## config.mk

```make
export PLATFORM = sky130hd
export DESIGN_NAME = sl_transmitter
export DESIGN_NICKNAME = d
export VERILOG_FILES = /design/src/rtl/sl_transmitter.sv
export SDC_FILE = /design/constraint.sdc
export NUM_CORES = 1
export LEC_CHECK = 0
export BUFFER_PORTS_ARGS = -buffer_cell sky130_fd_sc_hd__buf_2
export CORE_MARGIN = 1
export CORE_UTILIZATION = 45
export DETAILED_ROUTE_END_ITERATION = 6
export GPL_ROUTABILITY_DRIVEN = 1
export GPL_TIMING_DRIVEN = 0
export PLACE_DENSITY = 0.66
export SYNTH_ARGS = -nofsm -noshare
export SYNTH_HDL_FRONTEND = slang
export SYNTH_SLANG_ARGS = --single-unit
```

## constraint.sdc

```tcl
create_clock -name clk -period 2.2 [get_ports clk]
set_input_delay 0.33 -clock clk [delete_from_list [all_inputs] [get_ports clk]]
set_output_delay 0.33 -clock clk [all_outputs]
set_load 0.1 [all_outputs]
```

## src/rtl/sl_transmitter.sv

```systemverilog
// Serial-line (SL) frame transmitter: sends a data word LSB-first as return-to-one
// pulses on separate zeroes/ones lines, followed by parity, separator, stop and tail.
`timescale 1ns/1ps
module sl_transmitter #(
  parameter int unsigned BASE_HALF_CYCLES = 4
) (
  input  logic        clk,
  input  logic        rst,
  input  logic        wr_enable,
  input  logic [15:0] wr_config_w,
  output logic [15:0] r_config_w,
  input  logic [31:0] data_w,
  input  logic        send_valid,
  output logic        send_ready,
  output logic        busy,
  output logic        done,
  output logic        cfg_error,
  output logic        serial_line_zeroes,
  output logic        serial_line_ones
);

  localparam int unsigned LEN_W  = 6;
  localparam int unsigned UNIT_W = 16;

  localparam logic [2:0] S_IDLE   = 3'd0;
  localparam logic [2:0] S_DATA   = 3'd1;
  localparam logic [2:0] S_GAP    = 3'd2;
  localparam logic [2:0] S_PARITY = 3'd3;
  localparam logic [2:0] S_SEP    = 3'd4;
  localparam logic [2:0] S_STOP   = 3'd5;
  localparam logic [2:0] S_TAIL   = 3'd6;

  logic [2:0]        state, state_n;
  logic [UNIT_W-1:0] unit_cnt, unit_n;
  logic [UNIT_W-1:0] u_last, u_last_n;
  logic [1:0]        phase, phase_n;
  logic [LEN_W-1:0]  bit_cnt, bit_n;
  logic [LEN_W-1:0]  len_q, len_n;
  logic [31:0]       sreg, sreg_n;
  logic              p0, p0_n, p1, p1_n, inv_q, inv_n;
  logic [15:0]       cfg_n;
  logic              err_n, ready_n, busy_n, done_n, z_n, o_n;
  logic              wr_ok, unit_end;
  logic [LEN_W-1:0]  wr_len;
  logic              unused_cfg_bits;

  assign unused_cfg_bits = ^wr_config_w[15:9];
  assign wr_len = wr_config_w[6:1];

  // State and all registered outputs
  always_ff @(posedge clk) begin
    if (rst) begin
      state              <= S_IDLE;
      unit_cnt           <= '0;
      u_last             <= UNIT_W'(BASE_HALF_CYCLES) - 16'd1;
      phase              <= '0;
      bit_cnt            <= '0;
      len_q              <= 6'd8;
      sreg               <= '0;
      p0                 <= 1'b1;
      p1                 <= 1'b0;
      inv_q              <= 1'b0;
      r_config_w         <= 16'h0010;
      cfg_error          <= 1'b0;
      send_ready         <= 1'b0;
      busy               <= 1'b0;
      done               <= 1'b0;
      serial_line_zeroes <= 1'b1;
      serial_line_ones   <= 1'b1;
    end else begin
      state              <= state_n;
      unit_cnt           <= unit_n;
      u_last             <= u_last_n;
      phase              <= phase_n;
      bit_cnt            <= bit_n;
      len_q              <= len_n;
      sreg               <= sreg_n;
      p0                 <= p0_n;
      p1                 <= p1_n;
      inv_q              <= inv_n;
      r_config_w         <= cfg_n;
      cfg_error          <= err_n;
      send_ready         <= ready_n;
      busy               <= busy_n;
      done               <= done_n;
      serial_line_zeroes <= z_n;
      serial_line_ones   <= o_n;
    end
  end

  // Next position in the frame; line levels are derived from that next position
  always_comb begin
    state_n  = state;
    unit_n   = unit_cnt;
    u_last_n = u_last;
    phase_n  = phase;
    bit_n    = bit_cnt;
    len_n    = len_q;
    sreg_n   = sreg;
    p0_n     = p0;
    p1_n     = p1;
    inv_n    = inv_q;
    cfg_n    = r_config_w;
    err_n    = cfg_error;
    ready_n  = send_ready;
    busy_n   = busy;
    done_n   = 1'b0;
    z_n      = 1'b1;
    o_n      = 1'b1;
    wr_ok    = !wr_len[0] && (wr_len >= 6'd8) && (wr_len <= 6'd32);
    unit_end = (unit_cnt == u_last);

    if (wr_enable) begin
      if (state == S_IDLE && wr_ok) begin
        cfg_n = {7'd0, wr_config_w[8:0]};
        err_n = 1'b0;
      end else begin
        err_n = 1'b1;
      end
    end

    if (state == S_IDLE) begin
      ready_n = 1'b1;
      busy_n  = 1'b0;
      // cfg_n already holds a same-cycle valid write, so the frame picks it up
      if (send_valid && send_ready) begin
        state_n  = S_DATA;
        unit_n   = '0;
        phase_n  = '0;
        bit_n    = '0;
        sreg_n   = data_w;
        p0_n     = 1'b1;
        p1_n     = 1'b0;
        len_n    = cfg_n[6:1];
        inv_n    = cfg_n[0];
        u_last_n = UNIT_W'(BASE_HALF_CYCLES << cfg_n[8:7]) - 16'd1;
        ready_n  = 1'b0;
        busy_n   = 1'b1;
      end
    end else if (!unit_end) begin
      unit_n = unit_cnt + 16'd1;
    end else begin
      unit_n  = '0;
      phase_n = phase + 2'd1;
      case (state)
        S_DATA: begin
          if (phase == 2'd3) begin
            phase_n = '0;
            p0_n    = p0 ^ ~sreg[0];
            p1_n    = p1 ^ sreg[0];
            sreg_n  = sreg >> 1;
            if (bit_cnt == len_q - 6'd1) state_n = S_GAP;
            else bit_n = bit_cnt + 6'd1;
          end
        end
        S_GAP: begin
          phase_n = '0;
          state_n = S_PARITY;
        end
        S_PARITY: if (phase == 2'd1) begin phase_n = '0; state_n = S_SEP;  end
        S_SEP:    if (phase == 2'd1) begin phase_n = '0; state_n = S_STOP; end
        S_STOP:   if (phase == 2'd1) begin phase_n = '0; state_n = S_TAIL; end
        S_TAIL: begin
          phase_n = '0;
          state_n = S_IDLE;
          done_n  = 1'b1;
          busy_n  = 1'b0;
          ready_n = 1'b1;
        end
        default: begin
          phase_n = '0;
          state_n = S_IDLE;
          busy_n  = 1'b0;
          ready_n = 1'b1;
        end
      endcase
    end

    case (state_n)
      S_DATA: begin
        if (phase_n == 2'd1 || phase_n == 2'd2) begin
          if (sreg_n[0]) o_n = 1'b0;
          else z_n = 1'b0;
        end
      end
      S_PARITY: begin
        z_n = p0_n ^ inv_n;
        o_n = p1_n ^ inv_n;
      end
      S_STOP: begin
        z_n = 1'b0;
        o_n = 1'b0;
      end
      default: ;
    endcase
  end

endmodule

```

## After elaboration in Yosys (flattened, before gate mapping)

Cells that the tools add are included.

| word-level totals | value |
|---|---|
| register bits | 99 |
| latch bits | 0 |
| memory bits (writable) | 0 |
| bits in read-only memories | 0 |
| input bits | 52 |
| word-level logic and storage cells | 126 |
| memories kept | 0 |

| cells by class | value |
|---|---|
| $add $sub $neg | 5 |
| $mul | 0 |
| divide/modulo/power cells | 0 |
| order comparisons | 2 |
| eq/ne operators | 18 |
| shifts and indexed selects | 1 |
| multiplexer cells | 59 |
| bitwise operators | 6 |
| reduce and logical (&&, ||, !) cells | 17 |

Operator list:

| cell | number |
|---|---|
| two-way mux 32 bit | 5 |
| two-way mux 16 bit | 3 |
| two-way mux 6 bit | 6 |
| two-way mux 1 bit | 26 |
| two-way mux 3 bit | 8 |
| two-way mux 9 bit | 2 |
| adder 16 x 1 -> 16 bit (second input constant) | 1 |
| equality test 16 bit | 1 |
| left shift 3 x 2 -> 16 bit (first input constant) | 1 |
| subtractor 16 x 1 -> 16 bit (second input constant) | 1 |
| one-hot mux 3 bit (5 select lines) | 1 |
| equality test 3 bit (second input constant) | 4 |
| two-way mux 2 bit | 5 |
| equality test 3 x 2 -> 1 bit (second input constant) | 3 |
| adder 6 x 1 -> 6 bit (second input constant) | 1 |
| equality test 3 x 1 -> 1 bit (second input constant) | 2 |
| equality test 6 bit | 1 |
| greater-or-equal comparator 6 x 4 -> 1 bit (second input constant) | 1 |
| <= comparator 6 bit (second input constant) | 1 |
| one-hot mux 1 bit (3 select lines) | 2 |
| nonzero test 2 bit | 3 |
| OR reduction 3 bit | 2 |
| subtractor 6 x 1 -> 6 bit (second input constant) | 1 |
| AND reduction 5 bit | 1 |
| other kinds (15) | 26 |

## Depth between registers and ports, before layout

Gate-level depths: netlist (run 1).

| logic depth | value |
|---|---|
| depth after elaboration | 10 |
| gate-level depth with buffers | 10 |

## Worst setup path after synthesis (run 1)

No wires, ideal clock.

| path | value |
|---|---|
| path type | register to register |
| start | register send_ready |
| end | register serial_line_zeroes |
| setup time | 119 ps |
| arrival time | 2123 ps |
| required time | 2081 ps |
| slack | -41 ps |
| cell stages (with the launch flop) | 5 |
| path through | dfxtp_1 nand3_1 o22a_1 a21boi_0 o221a_2 |

| between the ends | value |
|---|---|
| longest elaborated chain between the ends | 7 |
| elaborated cells on any way between the ends | 21 |
| those cells by class | 5 x eq/ne; 13 x mux; 1 x bitwise; 2 x reduce/logical |

RTL lines:

| element | RTL line | RTL |
|---|---|---|
| start, declared | 14 | `output logic send_ready,` |
| start signal, assigned | 83 | `send_ready <= ready_n;` |
| logical AND 1 bit * | 126 | `if (send_valid && send_ready) begin` |
| two-way mux 2 bit | 126 |  |
| two-way mux 2 bit | 122 | `if (state == S_IDLE) begin` |
| equality test 2 x 1 -> 1 bit or equality test 2 bit (tied branches) | 181 | `if (phase_n == 2'd1 \|\| phase_n == 2'd2) begin` |
| logical OR 1 bit | 181 |  |
| two-way mux 1 bit | 181 |  |
| one-hot mux 1 bit (3 select lines) * | 179 | `case (state_n)` |
| end signal, assigned | 86 | `serial_line_zeroes <= z_n;` |
| end, declared | 18 | `output logic serial_line_zeroes,` |

Mark *: on every way between the ends. The rest lies on a longest branch, timed or not. The select of a mux whose other input is x is not followed.
A chain may end at the register's enable or synchronous reset.

## Worst setup path in the final report (run 1)

| path | value |
|---|---|
| start | register unit_cnt[6] |
| end | register serial_line_ones |

| between the ends | value |
|---|---|
| longest elaborated chain between the ends | 7 |
| elaborated cells on any way between the ends | 19 |
| those cells by class | 6 x eq/ne; 11 x mux; 1 x bitwise; 1 x reduce/logical |

RTL lines:

| element | RTL line | RTL |
|---|---|---|
| start, declared | 34 | `logic [UNIT_W-1:0] unit_cnt, unit_n;` |
| start signal, assigned | 72 | `unit_cnt <= unit_n;` |
| equality test 16 bit * | 111 | `unit_end = (unit_cnt == u_last);` |
| two-way mux 2 bit | 140 | `end else if (!unit_end) begin` |
| two-way mux 2 bit | 122 |  |
| equality test 2 x 1 -> 1 bit or equality test 2 bit (tied branches) | 181 |  |
| logical OR 1 bit | 181 |  |
| two-way mux 1 bit | 181 |  |
| one-hot mux 1 bit (3 select lines) * | 179 |  |
| end signal, assigned | 87 | `serial_line_ones <= o_n;` |
| end, declared | 19 | `output logic serial_line_ones` |

Marked as above.

==> results of run 1 <==
## routing by layer
| layer | share of wire (%) | GRT usage [%] | up-vias | wire length, um |
|---|---|---|---|---|
| met5 | 0 | 0 | - | 0 |
| met4 | 1.0 | 5.24 | 0 | 114 |
| met3 | 4.2 | 4.32 | 15 | 469 |
| met2 | 48 | 37.1 | 106 | 5370 |
| met1 | 46 | 30.2 | 1915 | 5160 |
| li1 | - | - | 2012 | - |
## worst max-delay path, stage by stage, from the launching register on
cell	delay (ns)
dfxtp_4	0.37
nor4_4	0.31
a2bb2oi_4	0.11
a2111oi_4	0.41
buf_6	0.20
a21oi_2	0.07
a31oi_4	0.19
o211ai_1	0.20
o221a_4	0.27
## synthesized netlist by cell type (all sizes together), types with 2 or more instances
cell type	instances
a21boi	2
dfxtp	89
nand3	22
mux2	2
a41oi	2
o22a	4
nor4b	2
o221a	2
xor2	3
buf	17
nand2	65
ha	7
o31ai	3
mux2i	7
a21oi	61
and2	3
or3	4
nand3b	5
clkbuf	21
and3	6
a311oi	2
inv	10
or2	4
o21ai	13
nand2b	2
xnor2	17
nand4	4
nor4	5
a22oi	35
nor2b	5
nor3b	5
a31oi	5
nor2	47
and4	3
nor3	11
a22o	2
## worst max path at each step
stage | startpoint | to | slack [ns] | cells after the start
6_report | unit_cnt[6] | serial_line_ones | -0.03 | 8
4_1_cts | unit_cnt[12] | serial_line_zeroes | -0.02 | 8
3_3_place_gp | state[1] | u_last[3] | -0.52 | 8
3_5_place_dp | state[1] | u_last[3] | -0.58 | 8
5_1_grt | len_q[0] | serial_line_ones | -0.12 | 9
2_1_floorplan | wr_config_w[4] | u_last[3] | 0.02 | 8
## per-stage QoR
step,hold WS [ns],total power [mW],cells,utilization [%]
2_1_floorplan,0.436,2.08,521,-
3_3_place_gp,0.442,2.20,709,52.2
3_5_place_dp,0.446,2.21,709,52.2
4_1_cts,0.237,3.38,738,57.0
5_1_grt,0.243,3.51,738,58.0
6_report,0.243,3.38,738,58.0
## cell type report
cell class	instances	area, um^2	share of cell area [%]
buffer	35	198	3.67
clock inverter	6	73.8	1.37
sequential	89	1810	33.6
tap	129	161	3.00
multi-input combinational	384	2550	47.4
clock buffer	10	128	2.37
inverter	10	37.5	0.697
timing repair buffer	75	430	7.99
## kinds of logic (layout without fill, tap and decap cells)
group                    after synthesis  in the layout  share of synthesized area, %
buffers and inverters                 48            136                          5.52
AND/OR/NAND/NOR                      196            196                          22.6
multiplexers                           9              9                          2.22
flip-flops                            89             89                          41.0
other                                  1              7                        0.0862
AO/OA/AOI/OAI                        145            145                          22.6
adder cells (fa/ha/maj)                7              7                          2.01
XOR/XNOR                              20             20                          4.03
## flip-flops by register name, indices dropped and copies added (netlist names), 2 cells and up
name / count
bit_cnt: 6
len_q: 6
phase: 2
r_config_w: 9
sreg: 32
state: 3
u_last: 6
unit_cnt: 16
## what timing repair did
item,4_1_cts,5_1_grt
setup endpoints to repair,79,56
cloned,0,1
pin swaps,15,10
buffers inserted,14,1
hold endpoints to repair,0,0
gates resized for setup,40,32
## power by group through the flow
stage / combinational, mW / sequential (mW) / clock, mW
6_report: 0.516 / 1.70 / 1.16
5_1_grt: 0.557 / 1.71 / 1.25
4_1_cts: 0.503 / 1.70 / 1.17
3_5_place_dp: 0.477 / 1.74 / 0
3_3_place_gp: 0.469 / 1.74 / 0
2_1_floorplan: 0.289 / 1.79 / 0
==> impl_metrics.ini, run 1 <==
[power]
pwr-share-seq_pct = 50.3
irDropWorstVdd_mv = 0.433
p_switching_mw = 1.01
total_leakage_power_nw = 2.03
switching_portion_of_total_power_pct = 30.0
power_per_cell_area_nw_per_um2 = 627
power.combinational.fraction_pct = 15.3
power_report.internal_total_mw = 2.37
clock_network_power_share_pct = 34.4

[yosys]
average_cell_area_after_synthesis_um2 = 8.44
synth-seq-area-share_pct = 41.0
post_synth_top_area_cell = dfxtp_1
yosys_register_bits = 89
syn_area_um2 = 4350
postSynthCellCount = 515
synth-edff-count = 0
synth-async-reset-ratio_pct = 0
yosysUniqueCellTypes = 68
dominantRegCellSynth = dfxtp_1
synthesis_warnings = 0
post-synth-top-area-fraction_pct = 41.0
synth_area_leaders = dfxtp_1 (41%), a21oi_1 (6.9%), a22oi_1 (6.0%)

[hold_path]
holdCritStartpoint = data_w[31]
min_path_cells = 3
hold_path_class = input pin to register
hold_end = sreg[31]

[floorplanning]
initial_core_utilization_pct = 46.8
top_level_ports = 74
fp.dieArea_um2 = 10100
rows = 35
chipHeight_um = 100
fp.coreArea_um2 = 9280
fp.dieW_um = 100

[cells_and_area]
num-nets-final = 663
final_cell_mix = dfxtp_1 (75), buf_2 (63), nand2_1 (63), a21oi_1 (58), nor2_1 (43)
fillCellCount = 846
layout-drive-gt1-share_pct = 29.2
diodes = 0
mostFrequentLayoutCell = dfxtp_1
finish.instance_area_um2 = 5390
areaGrowthSynthToFinish_pct = 23.8

[place]
placed_cell_area_um2 = 4840
pre_cts_slack_ns = -0.578
gp_congestion = 0.843
hpwlAfterDp_um = 7710
io_buffer_count = 59

[sta]
slew_viol_final = 0
slew_headroom_pct = 52.1
grt_setup_unrepaired = yes
period_share_pct = 102
finalClockSkew_ns = 0.0167
tightestPinTransition_ns = 0.718
setup_violations = 2
max_freq_mhz = 448
final-hold-violation-count = 0
fin_setup_tns_ns = -0.0641
final_period_minus_worst_setup_slack_ns = 2.23
setup_ws_ns = -0.0343

[grt]
gr-usage-all-layers_pct = 22.4
overflow = 0
grt_pass1_vias = 3754
number_of_antenna_violations_at_the_first_check_in_global_routing = 0
pin_count_of_the_biggest_net_entering_global_routing = 17
global_route_wire_length_before_repair_um = 17900

[clocking]
cts_inserted_buffers = 9
cts.reportedPaths.clkPinSlew_ns = 0.10
cts-root-buf = clkbuf_8
cts_tree = done
worst_skew_pair.late_latency_ns = 0.36
cts_buffer_depth = 2
cts.sink_count = 89
h-tree-depth = 3
cts-hold-fix-buffers = 0

[detailed_routing]
wire_per_inst_um = 15.1
drt_wl_total_um = 11100
dr_total_vias = 4048
detail_route.first_pass.iterations = 5
antenna_violating_nets_post_route = 0
detail_route.iter0.violations = 197
routed_via_density = 5.49
drcViolationCount = 0

[outcome]
violations_in_the_final_reports = setup timing
status = finished, violations left

[critical_path]
crit_required_ns = 2.44
r2r_end = serial_line_ones
critical_path.startpoint_type = register
rr_startpoint = unit_cnt[6]
worst-endpoint-arrival_ns = 2.47
r2r_cell_count = 8
timing_worst_setup_path_type = register to register
critical_path.max_fanout = 7
minimum_setup_slack_among_reg_to_reg_paths_ns = -0.03
endpoint_kind = register

[flow_run]
max_cap_violations = 0
(Power assumes the default switching activity.)
==> run 2, diff against run 1 <==
--- a/config.mk
+++ b/config.mk
@@ -5,13 +5,14 @@
 export SDC_FILE = /design/constraint.sdc
 export NUM_CORES = 1
 export LEC_CHECK = 0
+export ABC_AREA = 1
 export BUFFER_PORTS_ARGS = -buffer_cell sky130_fd_sc_hd__buf_2
 export CORE_MARGIN = 1
 export CORE_UTILIZATION = 45
 export DETAILED_ROUTE_END_ITERATION = 6
 export GPL_ROUTABILITY_DRIVEN = 1
 export GPL_TIMING_DRIVEN = 0
-export PLACE_DENSITY = 0.66
+export PLACE_DENSITY = 0.65
 export SYNTH_ARGS = -nofsm -noshare
 export SYNTH_HDL_FRONTEND = slang
 export SYNTH_SLANG_ARGS = --single-unit
==> run 2 against run 1 <==
The flow now finishes without violations. Combinational power increased by 34%. Die area increased by 11%. Critical path depth grew 3. Highest routed layer unchanged.
==> impl_metrics.ini, run 2 <==
[cells_and_area]
areaGrowthSynthToFinish_pct = 15.7
utilization_pct = 54.0
diodes = 0
final_cell_mix = nand2_1 (207), dfxtp_1 (89), inv_1 (73), nand3_1 (72), buf_2 (69)
mostFrequentLayoutCell = nand2_1
largest-register = sreg
largest_reg_flops = 32
num-nets-final = 854
instances_no_fill = 936
largest_registers_in_the_final_layout = sreg: 32 flops, unit_cnt: 16 flops, r_config_w: 9 flops
layout-drive-gt1-share_pct = 16.5
finish.instance_area_um2 = 5600

[critical_path]
r2r_cell_count = 11
rr_startpoint = unit_cnt[0]
path_common_cell = nand2_2
endpoint_kind = register
worst-endpoint-arrival_ns = 2.29
worst_setup_path_startpoint = unit_cnt[0]
crit_chain = ha_2 > inv_1 > nor2_1 > nand3_1 > nor2_4 > nand3_4 > nand2_2 > nand2_2 > clkbuf_2 > nand2_1 > a31oi_1
crit_path_max_incr_delay_ns = 0.39
r2r_end = sreg[16]
critical-path-slowest-cell = dfxtp_1
minimum_setup_slack_among_reg_to_reg_paths_ns = 0.15
critical_path.max_fanout = 10
critical_path.startpoint_type = register
crit_required_ns = 2.45
timing_worst_setup_path_type = register to register

[grt]
pin_count_of_the_biggest_net_entering_global_routing = 17
gr-usage-all-layers_pct = 22.2
grt_pass1_vias = 4420
overflow = 0
number_of_antenna_violations_at_the_first_check_in_global_routing = 0
global_route_wire_length_before_repair_um = 19800

[power]
power_per_cell_area_nw_per_um2 = 669
report.power.total_mw = 3.75
total_leakage_power_nw = 2.44
irDropWorstVdd_mv = 0.444

[place]
placed_cells = 920
placed_cell_area_um2 = 5320
gp_congestion = 0.859
io_buffer_count = 58
hpwlAfterDp_um = 8980

[detailed_routing]
wire_per_inst_um = 12.8
routed_via_density = 5.17
maxUsedRoutingLayer = met4
dr_wl_met3_um = 467
detail_route.first_pass.iterations = 4
dr_total_vias = 4837
drt_wl_total_um = 11900
detail_route.iter0.violations = 279
route.layer.met1.wl_um = 5640
met2WireLength_um = 5590
antenna_violating_nets_post_route = 0
drcViolationCount = 0

[sta]
grt_setup_unrepaired = yes
final-hold-violation-count = 0
slew_viol_final = 0
period_share_pct = 93.0
setup_violations = 0
slew_headroom_pct = 56.2
max_freq_mhz = 489
final_period_minus_worst_setup_slack_ns = 2.05
tightestPinTransition_ns = 0.657
fin_setup_tns_ns = 0
finalClockSkew_ns = 0.0153

[clocking]
worst_skew_pair.late_latency_ns = 0.37
cts-root-buf = clkbuf_8
cts_buffer_depth = 2
cts_tree = done
cts.sink_count = 89
post-cts-setup-buffers = 0
cts.reportedPaths.clkPinSlew_ns = 0.10
h-tree-depth = 3
cts_inserted_buffers = 9

[yosys]
syn_area_um2 = 4840
yosys_register_bits = 89
synth_area_leaders = dfxtp_1 (37%), nand2_1 (16%), nand3_1 (7.4%)
post-synth-top-area-fraction_pct = 36.8
yosysUniqueCellTypes = 40
postSynthCellCount = 720
post_synth_top_area_cell = dfxtp_1
average_cell_area_after_synthesis_um2 = 6.72
synth_top_cells_by_count = nand2_1 (209), dfxtp_1 (89), inv_1 (73)
dominantRegCellSynth = dfxtp_1
synthMostInstantiatedCell = nand2_1
synth-edff-count = 0
synth-seq-area-share_pct = 36.8
synth-async-reset-ratio_pct = 0
synthesis_warnings = 0

[floorplanning]
initial_core_utilization_pct = 46.7
chipHeight_um = 106
fp.dieW_um = 106
rows = 37
fp.dieArea_um2 = 11200
fp.coreArea_um2 = 10400
top_level_ports = 74

[hold_path]
holdCritStartpoint = wr_enable
hold_path_class = input pin to register
min_path_cells = 2
hold_end = cfg_error

[outcome]
status = finished, final reports clean

[flow_run]
max_cap_violations = 0
==> run 2: cell types whose count changed in the layout (fill, tap and decap cells not counted), sizes merged, moves of 7 or more <==
cell   delta
a31oi    +25
nand2   +148
nand3    +53
nand4     +9
nor2     +16
xnor2     -7
buf       -8
inv      +70
o21ai    +13
a21oi    -26
a22oi    -34
==> run 2: what timing repair did <==
action,4_1_cts,5_1_grt
hold buffers,0,0
setup endpoints to repair,2,46
pin swaps,0,2
resized for setup,2,17
==> run 2: stage by stage <==
stage	hold slack [ns]	setup WS, ns
after global routing	0.175	-0.0216
after CTS	0.172	0.0290
after floorplan	0.441	0.0529
after global placement	0.452	0.00213
final	0.191	0.153
after detailed placement	0.458	-0.0560
==> run 2: routing by layer <==
layer | vias to the layer above | global-route usage, %
met5 | - | 0
li1 | 2485 | -
met1 | 2223 | 27.3
met4 | 0 | 9.82
met3 | 24 | 4.39
met2 | 105 | 37.3
==> run 2: area by class of cell <==
class | instances | area, um^2
multi-input combinational | 515 | 2600
clock buffer | 10 | 138
buffer | 41 | 223
sequential | 89 | 1780
timing repair buffer | 58 | 290
fill | 1059 | 4770
tap | 136 | 170
clock inverter | 6 | 97.6
inverter | 81 | 304
==> run 2: worst max path at each step <==
stage / slack, ns / endpoint / cells past startpoint
2_1_floorplan: 0.05 / serial_line_ones / 8
3_3_place_gp: 0.002 / u_last[3] / 11
3_5_place_dp: -0.06 / u_last[3] / 11
4_1_cts: 0.03 / u_last[3] / 11
5_1_grt: -0.02 / serial_line_ones / 14
6_report: 0.15 / sreg[16] / 11
==> run 2: cell families after synthesis <==
family	after synthesis	synth area share, %
simple gates	376	34.3
other cells	1	0.0775
xor+xnor	15	2.71
compound gates	106	12.8
mux	4	0.827
flops	89	36.8
fa+ha+maj	7	1.81
buf+inv	122	10.7
==> run 2: power by group <==
| group | total (mW) | leakage (nW) | internal [mW] | switching, mW |
|---|---|---|---|---|
| clock | 1.32 | 0.113 | 0.686 | 0.633 |
| sequential | 1.73 | 0.723 | 1.68 | 0.0503 |
| combinational | 0.693 | 1.60 | 0.200 | 0.493 |
==> run 2: critical path, delay by kind of cell, from the launching register on <==
kind                     cells  cell delay, ns
AND/OR/NAND/NOR              7            0.91
adder cells (fa/ha/maj)      1            0.24
buffers and inverters        2            0.31
flip-flops                   1            0.39
AO/OA/AOI/OAI                1            0.07
